===== src/rtl/addsub_result_stage.sv =====
// addsub_result_stage: registers add/sub results with {V,N,Z,C} flags into a
// small valid/ready FIFO and keeps saturating op counters plus a sticky overflow.
`default_nettype none

module addsub_result_stage #(
  parameter int WIDTH = 4,
  parameter int DEPTH = 2,
  parameter int CNT_W = 8
) (
  input  logic             clk,
  input  logic             rst_n,
  input  logic             in_valid,
  output logic             in_ready,
  input  logic [WIDTH-1:0] in_s,
  input  logic             in_cout,
  input  logic             in_ctrl,
  input  logic             in_a_msb,
  input  logic             in_b_msb,
  output logic             out_valid,
  input  logic             out_ready,
  output logic [WIDTH-1:0] out_s,
  output logic [3:0]       out_flags,
  output logic [CNT_W-1:0] add_cnt,
  output logic [CNT_W-1:0] sub_cnt,
  output logic             ovf_sticky,
  input  logic             cnt_clr
);

  localparam int ENT_W = WIDTH + 4;
  localparam int PTR_W = (DEPTH > 1) ? $clog2(DEPTH) : 1;
  localparam int OCC_W = $clog2(DEPTH + 1);
  localparam logic [OCC_W-1:0] FULL_OCC = OCC_W'(DEPTH);
  localparam logic [PTR_W-1:0] LAST_PTR = PTR_W'(DEPTH - 1);
  localparam logic [CNT_W-1:0] CNT_MAX  = '1;

  logic [ENT_W-1:0] mem_q [DEPTH];
  logic [PTR_W-1:0] wr_ptr_q, wr_ptr_d;
  logic [PTR_W-1:0] rd_ptr_q, rd_ptr_d;
  logic [OCC_W-1:0] occ_q, occ_d;
  logic [CNT_W-1:0] add_cnt_q, add_cnt_d;
  logic [CNT_W-1:0] sub_cnt_q, sub_cnt_d;
  logic             ovf_q, ovf_d;

  logic             flag_v, flag_n, flag_z, flag_c;
  logic             push, pop;
  logic [CNT_W-1:0] add_base, sub_base;
  logic [ENT_W-1:0] head;

  // b's sign is taken before inversion, so subtract overflow needs differing operand signs.
  assign flag_n = in_s[WIDTH-1];
  assign flag_z = (in_s == '0);
  assign flag_c = in_ctrl ? ~in_cout : in_cout;
  assign flag_v = (in_ctrl ? (in_a_msb != in_b_msb) : (in_a_msb == in_b_msb))
                  & (flag_n != in_a_msb);

  assign in_ready  = (occ_q != FULL_OCC);
  assign out_valid = (occ_q != '0);
  assign push      = in_valid & in_ready;
  assign pop       = out_valid & out_ready;

  assign head      = mem_q[rd_ptr_q];
  assign out_s     = out_valid ? head[WIDTH-1:0] : '0;
  assign out_flags = out_valid ? head[ENT_W-1:WIDTH] : 4'b0000;

  assign add_cnt    = add_cnt_q;
  assign sub_cnt    = sub_cnt_q;
  assign ovf_sticky = ovf_q;

  always_comb begin
    wr_ptr_d = wr_ptr_q;
    rd_ptr_d = rd_ptr_q;
    occ_d    = occ_q;
    if (push) wr_ptr_d = (wr_ptr_q == LAST_PTR) ? '0 : wr_ptr_q + PTR_W'(1);
    if (pop)  rd_ptr_d = (rd_ptr_q == LAST_PTR) ? '0 : rd_ptr_q + PTR_W'(1);
    case ({push, pop})
      2'b10:   occ_d = occ_q + OCC_W'(1);
      2'b01:   occ_d = occ_q - OCC_W'(1);
      default: occ_d = occ_q;
    endcase
  end

  // Clear takes effect first so an op accepted alongside it still counts.
  always_comb begin
    add_base  = cnt_clr ? '0 : add_cnt_q;
    sub_base  = cnt_clr ? '0 : sub_cnt_q;
    add_cnt_d = add_base;
    sub_cnt_d = sub_base;
    ovf_d     = (cnt_clr ? 1'b0 : ovf_q) | (push & flag_v);
    if (push && !in_ctrl && add_base != CNT_MAX) add_cnt_d = add_base + CNT_W'(1);
    if (push &&  in_ctrl && sub_base != CNT_MAX) sub_cnt_d = sub_base + CNT_W'(1);
  end

  always_ff @(posedge clk or negedge rst_n) begin
    if (!rst_n) begin
      for (int i = 0; i < DEPTH; i++) mem_q[i] <= '0;
      wr_ptr_q  <= '0;
      rd_ptr_q  <= '0;
      occ_q     <= '0;
      add_cnt_q <= '0;
      sub_cnt_q <= '0;
      ovf_q     <= 1'b0;
    end else begin
      if (push) mem_q[wr_ptr_q] <= {flag_v, flag_n, flag_z, flag_c, in_s};
      wr_ptr_q  <= wr_ptr_d;
      rd_ptr_q  <= rd_ptr_d;
      occ_q     <= occ_d;
      add_cnt_q <= add_cnt_d;
      sub_cnt_q <= sub_cnt_d;
      ovf_q     <= ovf_d;
    end
  end

endmodule

`default_nettype wire


===== config.mk =====
export PLATFORM = sky130hd
export DESIGN_NAME = addsub_result_stage
export DESIGN_NICKNAME = d
export VERILOG_FILES = /design/src/rtl/addsub_result_stage.sv
export SDC_FILE = /design/constraint.sdc
export NUM_CORES = 1
export LEC_CHECK = 0
export CORE_AREA = 8 8 70 72
export CTS_BUF_LIST = sky130_fd_sc_hd__clkbuf_16
export CTS_CLUSTER_DIAMETER = 200
export DETAILED_ROUTE_END_ITERATION = 10
export DIE_AREA = 0 0 78 80
export GPL_TIMING_DRIVEN = 0
export PLACE_DENSITY = 0.82
export SKIP_LAST_GASP = 1
export SLEW_MARGIN = 40
export SYNTH_ARGS = -nofsm -noshare
export SYNTH_HDL_FRONTEND = slang
export SYNTH_SLANG_ARGS = --single-unit

===== constraint.sdc =====
create_clock -name clk -period 2 [get_ports clk]
set_input_delay 0.4 -clock clk [delete_from_list [all_inputs] [get_ports clk]]
set_output_delay 0.4 -clock clk [all_outputs]
set_load 0.05 [all_outputs]

Yosys cells after proc, flatten, opt, wreduce, memory -nomap -nowiden
Cells that the tools add are included.
{ "word_totals": {"inputBits": 13, "word_cells": 60, "reg_bits": 37} }
{ "op_classes": {"reduce_logical": 9, "bitwise_logic": 8, "n_lt_le_gt_ge": 3, "eq_ne": 8, "mux": 18, "n_addsub": 6} }
{ "ops": {"columns": ["op", "count"], "rows": [
  ["$mux W8", 8],
  ["$add A8 B1 Y8 const B", 2],
  ["$bwmux W16", 1],
  ["$ne A8 B8 Y1 const B", 2],
  ["$demux W8 S1", 1],
  ["$mux W4", 2],
  ["$logic_and A1 B1 Y1", 5],
  ["$mux W1", 5],
  ["$and A1 B1 Y1", 4],
  ["$ge A2 B2 Y1 const B", 2],
  ["$logic_not A4 Y1", 1],
  ["$not A1 Y2", 2],
  ["$pmux W2 S2", 1],
  ["$reduce_bool A2 Y1", 2],
  ["$add A1 B1 Y1 const B", 2],
  ["$add A2 B1 Y2 const B", 1],
  ["$eq A2 B1 Y1 const B", 1],
  ["$eq A2 B2 Y1 const B", 1],
  ["$lt A2 B1 Y1 const B", 1],
  ["$ne A1 B1 Y1", 2],
  ["$ne A2 B2 Y1 const B", 1],
  ["$sub A2 B1 Y2 const B", 1],
  ["$eq A1 B1 Y1", 1],
  ["$logic_not A1 Y1", 1],
  ["other kinds (2)", 2]
]} }

Logic depth before layout (Yosys ltp)
Gate-level depths: netlist (run 1).
{ "logic_depth": {"ltp_word": 6, "depth_mapped": 7, "ltp_nobuf": 6} }

Worst setup path after synthesis (run 1)
No wires, ideal clock.
{ "synth_timing": {"kind": "reg2out", "from": "register rd_ptr_q", "to": "output out_s[3]", "arrival_time_ps": 1818, "t_required_ps": 1600, "path_stages_with_launch": 5, "slack_ps": -218, "n_path_buf": 2, "cell_sequence": "dfrtp_1 > clkbuf_1 > mux2i_1 > nor2_1 > buf_4"} }
{ "synth_via": {"elab_chain_len": 5} }
{ "synth_lines": {"columns": ["item", "line_no", "rtl"], "rows": [
  ["start, declared", "38", "logic [PTR_W-1:0] rd_ptr_q, rd_ptr_d;"],
  ["start signal, assigned", "105", "rd_ptr_q <= rd_ptr_d;"],
  ["$not A1 Y2 (not written as such)", "61", "assign head = mem_q[rd_ptr_q];"],
  ["$mux W8 (not written as such) (3 in series)", "61", null],
  ["$mux W4", "62", "assign out_s = out_valid ? head[WIDTH-1:0] : '0;"],
  ["end, declared", "21", "output logic [WIDTH-1:0] out_s,"]
]} }
Every way passes these cells. The select of a mux whose other input is x is not followed.

Final worst setup path (run 1)
{ "layout_timing": {"from": "register rd_ptr_q", "to": "output out_flags[3]"} }
{ "layout_via": {"elab_chain_len": 5} }
{ "layout_lines": {"columns": ["item", "line_no", "rtl"], "rows": [
  ["$not A1 Y2 (not written as such)", "61", null],
  ["$mux W8 (not written as such) (3 in series)", "61", null],
  ["$mux W4", "63", "assign out_flags = out_valid ? head[ENT_W-1:WIDTH] : 4'b0000;"],
  ["end, declared", "22", "output logic [3:0] out_flags,"]
]} }
Every way passes these cells. The select of a mux whose other input is x is not followed.

==> metrics.txt, run 1 <==
Overflow after GRT=0; # clock sinks=35; area growth from synthesis to layout=33.29%; register bit count reported by yosys=35; via count of the first global-routing pass=1,459; CP endpoint kind=output port; remaining antenna violation count=0; Final Hold Viols=0; number of vias in the routed layout=1,413; layout cell share with drive strength beyond 1=0.2115; Setup crit start kind=flop; CTS Buf Count=5; NetSw=0.001451 W; count of maximum capacitance violations=0; biggest area contributors in the synthesized netlist=sky130_fd_sc_hd__dfrtp_1 (49%), sky130_fd_sc_hd__mux2i_1 (4.4%), sky130_fd_sc_hd__mux2_4 (4.2%); area after detailed placement=2258 sq um; data required time of the worst path=1.60 ns; outcome=finished clean; detailed-router iteration count before antenna repair=4; arrival time at the worst endpoint=1.56 ns; Final Cell Area=2400 sq um; Initial DRC Count=123; final setup fails=0; crit path kind=reg -> out; cell area after synthesis=1800 sq um; initial antenna violation count=0; number of warnings reported in the yosys synthesis log=0; post-route minimum period=1.961 ns; fraction of power consumed by combinational cells=0.452; DP Wirelength=2.873 mm; number of DRC violations after detailed routing=0; Starting Density=0.4669; Clk Tree Root Cell=sky130_fd_sc_hd__clkbuf_16; Horiz. Die Dim=78 microns; Max Fclk=0.5099 GHz; number of buffers on the longest clock path=2; routed wire length=4.072 mm; static leakage=1.101 nW; Row Count=23; Via density=5.477; HP Class=in -> async; Clock Skew=0.003114 ns; Die Y=80 microns; portion of total power attributed to sequential cells=0.322; final layout net count=222; number of instances in the synthesized netlist=163; final core utilization=0.6223; global-route usage over all layers=0.1366; Netlist cell types=44; depth of the CTS H-tree=2; average instance area after synthesis=11.05 sq um; cell internal pwr=0.001924 W; list of most frequent post-synthesis cells=sky130_fd_sc_hd__dfrtp_1 (35), sky130_fd_sc_hd__nor2_1 (17), sky130_fd_sc_hd__nand2_1 (10); Worst Max-Slew Pin Slew=0.5243 ns; peak supply drop=0.6575 mV; worst max-slew margin expressed relative to the limit=0.6494; clock tree from TritonCTS=built; clock group share of total power=0.227; IO Count=40; proportion of synthesized flip-flops having asynchronous set or reset=1.000; final worst path period share=0.9806; setup repair bufs after CTS=0; top cell type by total area after synthesis=sky130_fd_sc_hd__dfrtp_1; prevailing post-synth register cell=sky130_fd_sc_hd__dfrtp_1; Final Wtd Congestion=0.7992; share of the synthesized area in the top cell type=0.4864; first-pass GRT wire length=6.872 mm; crit path max fanout=8; post-detailed-route wirelength per cell=15.78 microns; leading cell type by number of instances after synthesis=sky130_fd_sc_hd__dfrtp_1; overall die area=6240 sq um; CORE AREA=3856 sq um; Clk pin slew, worst setup/hold paths=0.06 ns; max-slew violation total from the final report=0; fraction of the yosys area taken by sequential cells=0.4864; Pwr per Cell Area=1406 nW/um^2; Port Buf Inserts=37; number of synthesized flops with an enable pin=0; synthesized net count=178; insertion delay of the later-clocked pin in the worst-skew pair=0.28 ns; number of buffers inserted by hold repair at cts=0; maximum number of pins on one net before global-route repair=24; diode insertion count for antenna repair=0; Switching Share=0.4298
cells by family (layout without fill, tap and decap cells):
kind of cell,after synthesis,in the layout,share of synthesized area
and+or+nand+nor,59,59,0.1870
DFF,35,35,0.4864
AOI/OAI and AO/OA,27,27,0.1063
muxes,19,19,0.1237
buffers and inverters,11,56,0.03405
xor gates and xnor gates,10,10,0.04864
adders and majority gates,2,2,0.01390
routing by layer:
metal  vias up  part of all wire  track usage  wire, microns
met5         -                 0            0              0
met4         0             0.018      0.06667             74
met3         8             0.063      0.04730            258
met2        35              0.46       0.2189           1869
met1       694              0.46       0.1604           1869
li1        676                 -            -              -
power groups by stage:
stage / logic (W) / clock network (W) / registers, W
6_report: 0.00153 / 0.000764 / 0.00109
5_1_grt: 0.00163 / 0.000805 / 0.00111
4_1_cts: 0.00156 / 0.000775 / 0.00108
3_5_place_dp: 0.00170 / 0 / 0.00104
3_3_place_gp: 0.00167 / 0 / 0.00103
2_1_floorplan: 0.00116 / 0 / 0.00109
stage by stage:
step	cells	setup WS [ns]	total power (W)	hold slack, ns	TNS [ns]
final	258	0.03879	0.003375	0.01434	0
after global routing	258	-0.006735	0.003546	0.03318	-0.006735
after CTS	258	-0.08470	0.003421	0.02186	-0.08470
after detailed placement	251	-0.5664	0.002737	0.3197	-5.206
after global placement	250	-0.4977	0.002702	0.4645	-11.77
after floorplan	163	0.03207	0.002246	0.1044	0
layout by cell type (no fill, tap or decap), types with 3 or more instances in the layout:
cell,netlist,layout
sky130_fd_sc_hd__a21oi_1,5,5
sky130_fd_sc_hd__a31oi_1,3,3
sky130_fd_sc_hd__buf_4,3,3
sky130_fd_sc_hd__clkbuf_16,0,5
sky130_fd_sc_hd__clkbuf_2,0,6
sky130_fd_sc_hd__clkdlybuf4s50_1,0,23
sky130_fd_sc_hd__dfrtp_1,35,34
sky130_fd_sc_hd__dlygate4sd2_1,0,4
sky130_fd_sc_hd__inv_1,3,3
sky130_fd_sc_hd__mux2_2,6,6
sky130_fd_sc_hd__mux2_4,5,5
sky130_fd_sc_hd__mux2i_1,8,8
sky130_fd_sc_hd__nand2_1,10,10
sky130_fd_sc_hd__nand3_1,5,5
sky130_fd_sc_hd__nor2_1,17,14
sky130_fd_sc_hd__nor2b_1,6,6
sky130_fd_sc_hd__nor3b_1,3,3
sky130_fd_sc_hd__o21ai_0,4,4
sky130_fd_sc_hd__xnor2_1,6,6
sky130_fd_sc_hd__xor2_1,4,4
worst max-delay path, cell delays in order (launching register included):
cell and delay [ns]:
sky130_fd_sc_hd__dfrtp_2 0.50, sky130_fd_sc_hd__mux2i_1 0.16, sky130_fd_sc_hd__nor2_1 0.09, sky130_fd_sc_hd__dlygate4sd2_1 0.53
layout make-up:
cell class | count | area (sq um)
clock buffer | 5 | 125.1
fill | 356 | 1456
timing repair buffer | 38 | 362.8
tap | 50 | 62.56
clock inverter | 3 | 20.02
inverter | 3 | 11.26
multi-input combinational | 117 | 887.1
sequential | 35 | 877.1
buffer | 7 | 53.80
flip-flops by register name, indices dropped and copies added (netlist names):
register,count
ovf_sticky,1
add_cnt,8
rd_ptr_q,1
wr_ptr_q,1
mem_q,14
occ_q,2
sub_cnt,8
worst paths after layout:
path | slack (ns) | endpoint | depth (start not counted) | start
max in group asynchronous | 1.55 | rd_ptr_q | 2 | rst_n
min | 0.01 | sub_cnt[6] | 1 | rst_n
max reg2reg | 0.39 | sub_cnt[7] | 5 | occ_q[0]
min in group clk | 0.48 | mem_q[4] | 2 | mem_q[4]
max | 0.04 | out_flags[3] | 3 | rd_ptr_q
min reg2reg | 0.48 | mem_q[4] | 2 | mem_q[4]
repair_timing:
action	in CTS	in global routing
gates resized for setup	18	20
endpoints found under the setup margin	16	15
gates cloned	0	0
Power figures use the tool's default switching activity.
==> inputs of run 2 (changes only) <==
--- a/config.mk
+++ b/config.mk
@@ -11,6 +11,7 @@
 export DETAILED_ROUTE_END_ITERATION = 10
 export DIE_AREA = 0 0 78 80
 export GPL_TIMING_DRIVEN = 0
+export HOLD_SLACK_MARGIN = 0.1
 export PLACE_DENSITY = 0.82
 export SKIP_LAST_GASP = 1
 export SLEW_MARGIN = 40
==> metrics.txt, run 2 (same netlist as run 1, synthesis figures left out) <==
most flop-heavy register=mem_q; HP Class=reg -> reg; flip-flop count of the largest register after layout=14; worst max-slew margin expressed relative to the limit=0.6494; Clk Tree Root Cell=sky130_fd_sc_hd__clkbuf_16; Clock Skew=0.002958 ns; Starting Density=0.4669; most frequent cells in the layout=sky130_fd_sc_hd__dfrtp_1 (34), sky130_fd_sc_hd__clkdlybuf4s50_1 (23), sky130_fd_sc_hd__nor2_1 (14), sky130_fd_sc_hd__nand2_1 (10), sky130_fd_sc_hd__mux2i_1 (8); cell-by-cell listing of the critical path=mux2i_1 > nor2_1 > dlygate4sd2_1; number of vias in the routed layout=1,420; arrival time at the worst endpoint=1.56 ns; first-pass GRT wire length=6.913 mm; initial antenna violation count=0; clock tree from TritonCTS=built; Port Buf Inserts=37; commonest non-fill, non-tap cell in the layout=sky130_fd_sc_hd__dfrtp_1; Row Count=23; Post-Place Worst Slack=-0.5664 ns; CP endpoint kind=output port; Via density=5.483; remaining antenna violation count=0; routed wire length=4.112 mm; post-route minimum period=1.962 ns; Final Wtd Congestion=0.7992; Initial DRC Count=111; final setup fails=0; number of placed cells counting well taps=251; Pwr per Cell Area=1402 nW/um^2; detailed-router iteration count before antenna repair=4; max-slew violation total from the final report=0; Max stage delay on crit path=0.53 ns; Clk pin slew, worst setup/hold paths=0.05 ns; crit path max fanout=8; number of non-filler instances in the completed layout=259; DP Wirelength=2.873 mm; area growth from synthesis to layout=33.84%; crit path kind=reg -> out; final-layout setup total negative slack=0 ns; post-detailed-route wirelength per cell=15.88 microns; fin worst setup slack=0.03823 ns; Final Hold Viols=0; Die Y=80 microns; IO Count=40; final layout net count=223; Setup crit start kind=flop; Horiz. Die Dim=78 microns; peak supply drop=0.6573 mV; static leakage=1.106 nW; area after detailed placement=2258 sq um; Max Fclk=0.5097 GHz; # clock sinks=35; setup repair bufs after CTS=0; layout cell share with drive strength beyond 1=0.2105; maximum number of pins on one net before global-route repair=24; Final Cell Area=2410 sq um; count of maximum capacitance violations=0; insertion delay of the later-clocked pin in the worst-skew pair=0.28 ns; Critical path buffers and inverters=1; outcome=finished clean; diode insertion count for antenna repair=0; CORE AREA=3856 sq um; overall die area=6240 sq um; number of buffers on the longest clock path=2; final worst path period share=0.9809; global-route usage over all layers=0.1376; via count of the first global-routing pass=1,464; Overflow after GRT=0; data required time of the worst path=1.60 ns; CTS Buf Count=5; CP top delay family=buffers and inverters; slowest cell on the critical path=sky130_fd_sc_hd__dlygate4sd2_1; number of DRC violations after detailed routing=0; depth of the CTS H-tree=2; Worst Max-Slew Pin Slew=0.5243 ns
## run 2: cell count changes in the layout (fill, tap and decap cells not counted), sizes merged
cell and delta:
dlygate4sd3 +1
## run 2: where the power goes
| group | switching (W) | total [W] | internal (W) |
|---|---|---|---|
| registers | 0.000175 | 0.00109 | 0.000910 |
| logic | 0.000971 | 0.00153 | 0.000557 |
| clock network | 0.000306 | 0.000765 | 0.000458 |
| total | 0.00145 | 0.00338 | 0.00193 |
## run 2: layer usage
layer | up-vias | track usage | routed length, microns
li1 | 678 | - | -
met1 | 698 | 0.1597 | 1896
met2 | 36 | 0.2222 | 1867
met3 | 8 | 0.04842 | 274
met4 | 0 | 0.06667 | 74
met5 | - | 0 | 0
## run 2: worst paths after layout
path,from,end,slack (ns),depth (start not counted)
max,rd_ptr_q,out_flags[3],0.04,3
min,mem_q[4],mem_q[4],0.48,2
max reg2reg,occ_q[0],sub_cnt[7],0.40,5
min reg2reg,mem_q[4],mem_q[4],0.48,2
max in group asynchronous,rst_n,rd_ptr_q,0.99,3
min in group asynchronous,rst_n,sub_cnt[6],0.57,2
## run 2: cell type report
class | count | area, sq um
multi-input cells | 117 | 887.1
clock buffers | 5 | 125.1
fillers | 355 | 1446
flip-flops and latches | 35 | 877.1
inverters | 3 | 11.26
plain buffers | 7 | 53.80
repair buffers | 39 | 372.9
clock inverters | 3 | 20.02
well taps | 50 | 62.56
## run 2: worst register-to-register path: stages (launching register included)
cell,delay (ns)
sky130_fd_sc_hd__dfrtp_1,0.46
sky130_fd_sc_hd__nand2b_1,0.14
sky130_fd_sc_hd__buf_4,0.16
sky130_fd_sc_hd__nand3_4,0.15
sky130_fd_sc_hd__o311ai_0,0.42
sky130_fd_sc_hd__o41ai_2,0.14
## run 2: per-stage QoR
step | util | hold slack, ns | power, W
after CTS | 0.6256 | 0.4833 | 0.003423
after detailed placement | 0.5857 | 0.3197 | 0.002737
after global placement | 0.5798 | 0.4645 | 0.002702
after global routing | 0.6249 | 0.5061 | 0.003547
final | 0.6249 | 0.4780 | 0.003378
after floorplan | - | 0.1044 | 0.002246
## run 2: timing repair
item                                   CTS  global route
gates resized for setup                 18            20
hold buffers                             1             0
endpoints found under the hold margin   12             0
setup endpoints to repair               16            15
gates cloned                             0             0
==> inputs of run 3 (changes only) <==
--- a/config.mk
+++ b/config.mk
@@ -5,14 +5,16 @@
 export SDC_FILE = /design/constraint.sdc
 export NUM_CORES = 1
 export LEC_CHECK = 0
-export CORE_AREA = 8 8 70 72
+export CELL_PAD_IN_SITES_DETAIL_PLACEMENT = 2
+export CELL_PAD_IN_SITES_GLOBAL_PLACEMENT = 2
+export CORE_AREA = 8 8 85 87
 export CTS_BUF_LIST = sky130_fd_sc_hd__clkbuf_16
 export CTS_CLUSTER_DIAMETER = 200
 export DETAILED_ROUTE_END_ITERATION = 10
-export DIE_AREA = 0 0 78 80
+export DIE_AREA = 0 0 93 95
 export GPL_TIMING_DRIVEN = 0
 export HOLD_SLACK_MARGIN = 0.1
-export PLACE_DENSITY = 0.82
+export PLACE_DENSITY = 0.83
 export SKIP_LAST_GASP = 1
 export SLEW_MARGIN = 40
 export SYNTH_ARGS = -nofsm -noshare
==> metrics.txt, run 3 (same netlist as run 1, synthesis figures left out) <==
area after detailed placement=2290 sq um; Critical path buffers and inverters=1; area growth from synthesis to layout=36.97%; highest routed layer=met4; max-slew violation total from the final report=0; number of vias in the routed layout=1,420; count of maximum capacitance violations=0; final layout net count=223; insertion delay of the later-clocked pin in the worst-skew pair=0.28 ns; global-route usage over all layers=0.1182; Switching Share=0.4184; routed wire length=4.910 mm; Final Cell Area=2466 sq um; arrival time at the worst endpoint=1.55 ns; number of buffers on the longest clock path=2; fraction of power consumed by combinational cells=0.444; Port Buf Inserts=37; Horiz. Die Dim=93 microns; Max stage delay on crit path=0.85 ns; outcome=finished clean; depth of the CTS H-tree=2; IO Count=40; Clk Tree Root Cell=sky130_fd_sc_hd__clkbuf_16; most frequent cells in the layout=sky130_fd_sc_hd__dfrtp_1 (34), sky130_fd_sc_hd__clkdlybuf4s50_1 (22), sky130_fd_sc_hd__nor2_1 (14), sky130_fd_sc_hd__nand2_1 (10), sky130_fd_sc_hd__mux2i_1 (8); static leakage=1.129 nW; commonest non-fill, non-tap cell in the layout=sky130_fd_sc_hd__dfrtp_1; worst max-slew margin expressed relative to the limit=0.6164; most flop-heavy register=mem_q; Final Wtd Congestion=0.6920; met2 wirelength from detailed routing=2.313 mm; Hold Path Depth=3; Pwr per Cell Area=1435 nW/um^2; CTS Buf Count=5; DP Wirelength=3.641 mm; Row Count=28; NetSw=0.001481 W; crit path kind=reg -> out; via count of the first global-routing pass=1,615; final setup fails=0; # clock sinks=35; Starting Density=0.3096; remaining antenna violation count=0; Worst Max-Slew Pin Slew=0.5742 ns; final worst path period share=0.9744; metal3 WL=227 microns; number of filler cells placed in the layout=629; detailed-router iteration count before antenna repair=2; number of cells on the critical path=1; Max Fclk=0.5131 GHz; HP Class=in -> reg; setup repair after global routing missed its margin=no; post-route minimum period=1.949 ns; diode insertion count for antenna repair=0; Die Y=95 microns; clock tree from TritonCTS=built; final-layout setup total negative slack=0 ns; first-pass GRT wire length=8.114 mm; slowest cell on the critical path=sky130_fd_sc_hd__clkdlybuf4s50_1; CP endpoint kind=output port; peak supply drop=0.7389 mV; CORE AREA=5816 sq um; cell-by-cell listing of the critical path=clkdlybuf4s50_1; clock group share of total power=0.246; post-detailed-route wirelength per cell=17.29 microns; cell internal pwr=0.002059 W; Setup crit start kind=flop; detailed-route wire length on metal 1=2.295 mm; portion of total power attributed to sequential cells=0.309; Clk pin slew, worst setup/hold paths=0.05 ns; final core utilization=0.4241; initial antenna violation count=0; Clock Skew=0.001253 ns; layout cell share with drive strength beyond 1=0.2201; setup repair bufs after CTS=0; flip-flop count of the largest register after layout=14; number of DRC violations after detailed routing=0; cell count of the worst reg-to-reg path=7; maximum number of pins on one net before global-route repair=25; overall die area=8835 sq um; CP top delay family=buffers and inverters; Via density=5.000; Final Hold Viols=0; crit path max fanout=5; Overflow after GRT=0; Initial DRC Count=29; data required time of the worst path=1.60 ns
## run 3: worst paths after layout
path,from,slack [ns],to
min,in_ctrl,0.50,mem_q[12]
min in group asynchronous,rst_n,0.57,mem_q[4]
max,sub_cnt[2],0.05,sub_cnt[2]
max reg2reg,occ_q[0],0.37,occ_q[1]
max in group asynchronous,rst_n,1.00,sub_cnt[1]
min reg2reg,mem_q[7],0.50,mem_q[7]
## run 3: power by group through the flow
stage	Combinational (W)	Clock [W]	Sequential, W
final	0.00157	0.000871	0.00110
after global routing	0.00168	0.000932	0.00112
after CTS	0.00164	0.000894	0.00110
after detailed placement	0.00175	0	0.00106
after global placement	0.00169	0	0.00103
after floorplan	0.00116	0	0.00109
## run 3: metrics by stage
step | setup WS [ns] | cells | power, W | hold slack [ns]
2_1_floorplan | 0.03207 | 163 | 0.002246 | 0.1044
3_3_place_gp | -0.6170 | 275 | 0.002726 | 0.4638
3_5_place_dp | -0.6270 | 276 | 0.002803 | 0.3200
4_1_cts | -0.1164 | 284 | 0.003633 | 0.4912
5_1_grt | 0.006287 | 284 | 0.003735 | 0.5244
6_report | 0.05113 | 284 | 0.003540 | 0.4968
## run 3: repair_timing
action	CTS	global route
endpoints found under the hold margin	11	0
setup endpoints to repair	18	12
hold buffers	1	0
resized for setup	28	15
## run 3: routing by layer
metal	track usage	vias up
met5	0	-
met1	0.1395	709
met4	0.04832	0
met3	0.03492	6
li1	-	673
met2	0.1970	32
## run 3: area by class of cell
class / instances / area (sq um) / area share
repair buffers: 39 / 381.6 / 0.1547
well taps: 75 / 93.84 / 0.03805
inverters: 3 / 11.26 / 0.004566
multi-input cells: 117 / 882.1 / 0.3577
plain buffers: 7 / 56.30 / 0.02283
clock inverters: 3 / 38.79 / 0.01573
flip-flops and latches: 35 / 877.1 / 0.3557
clock buffers: 5 / 125.1 / 0.05074
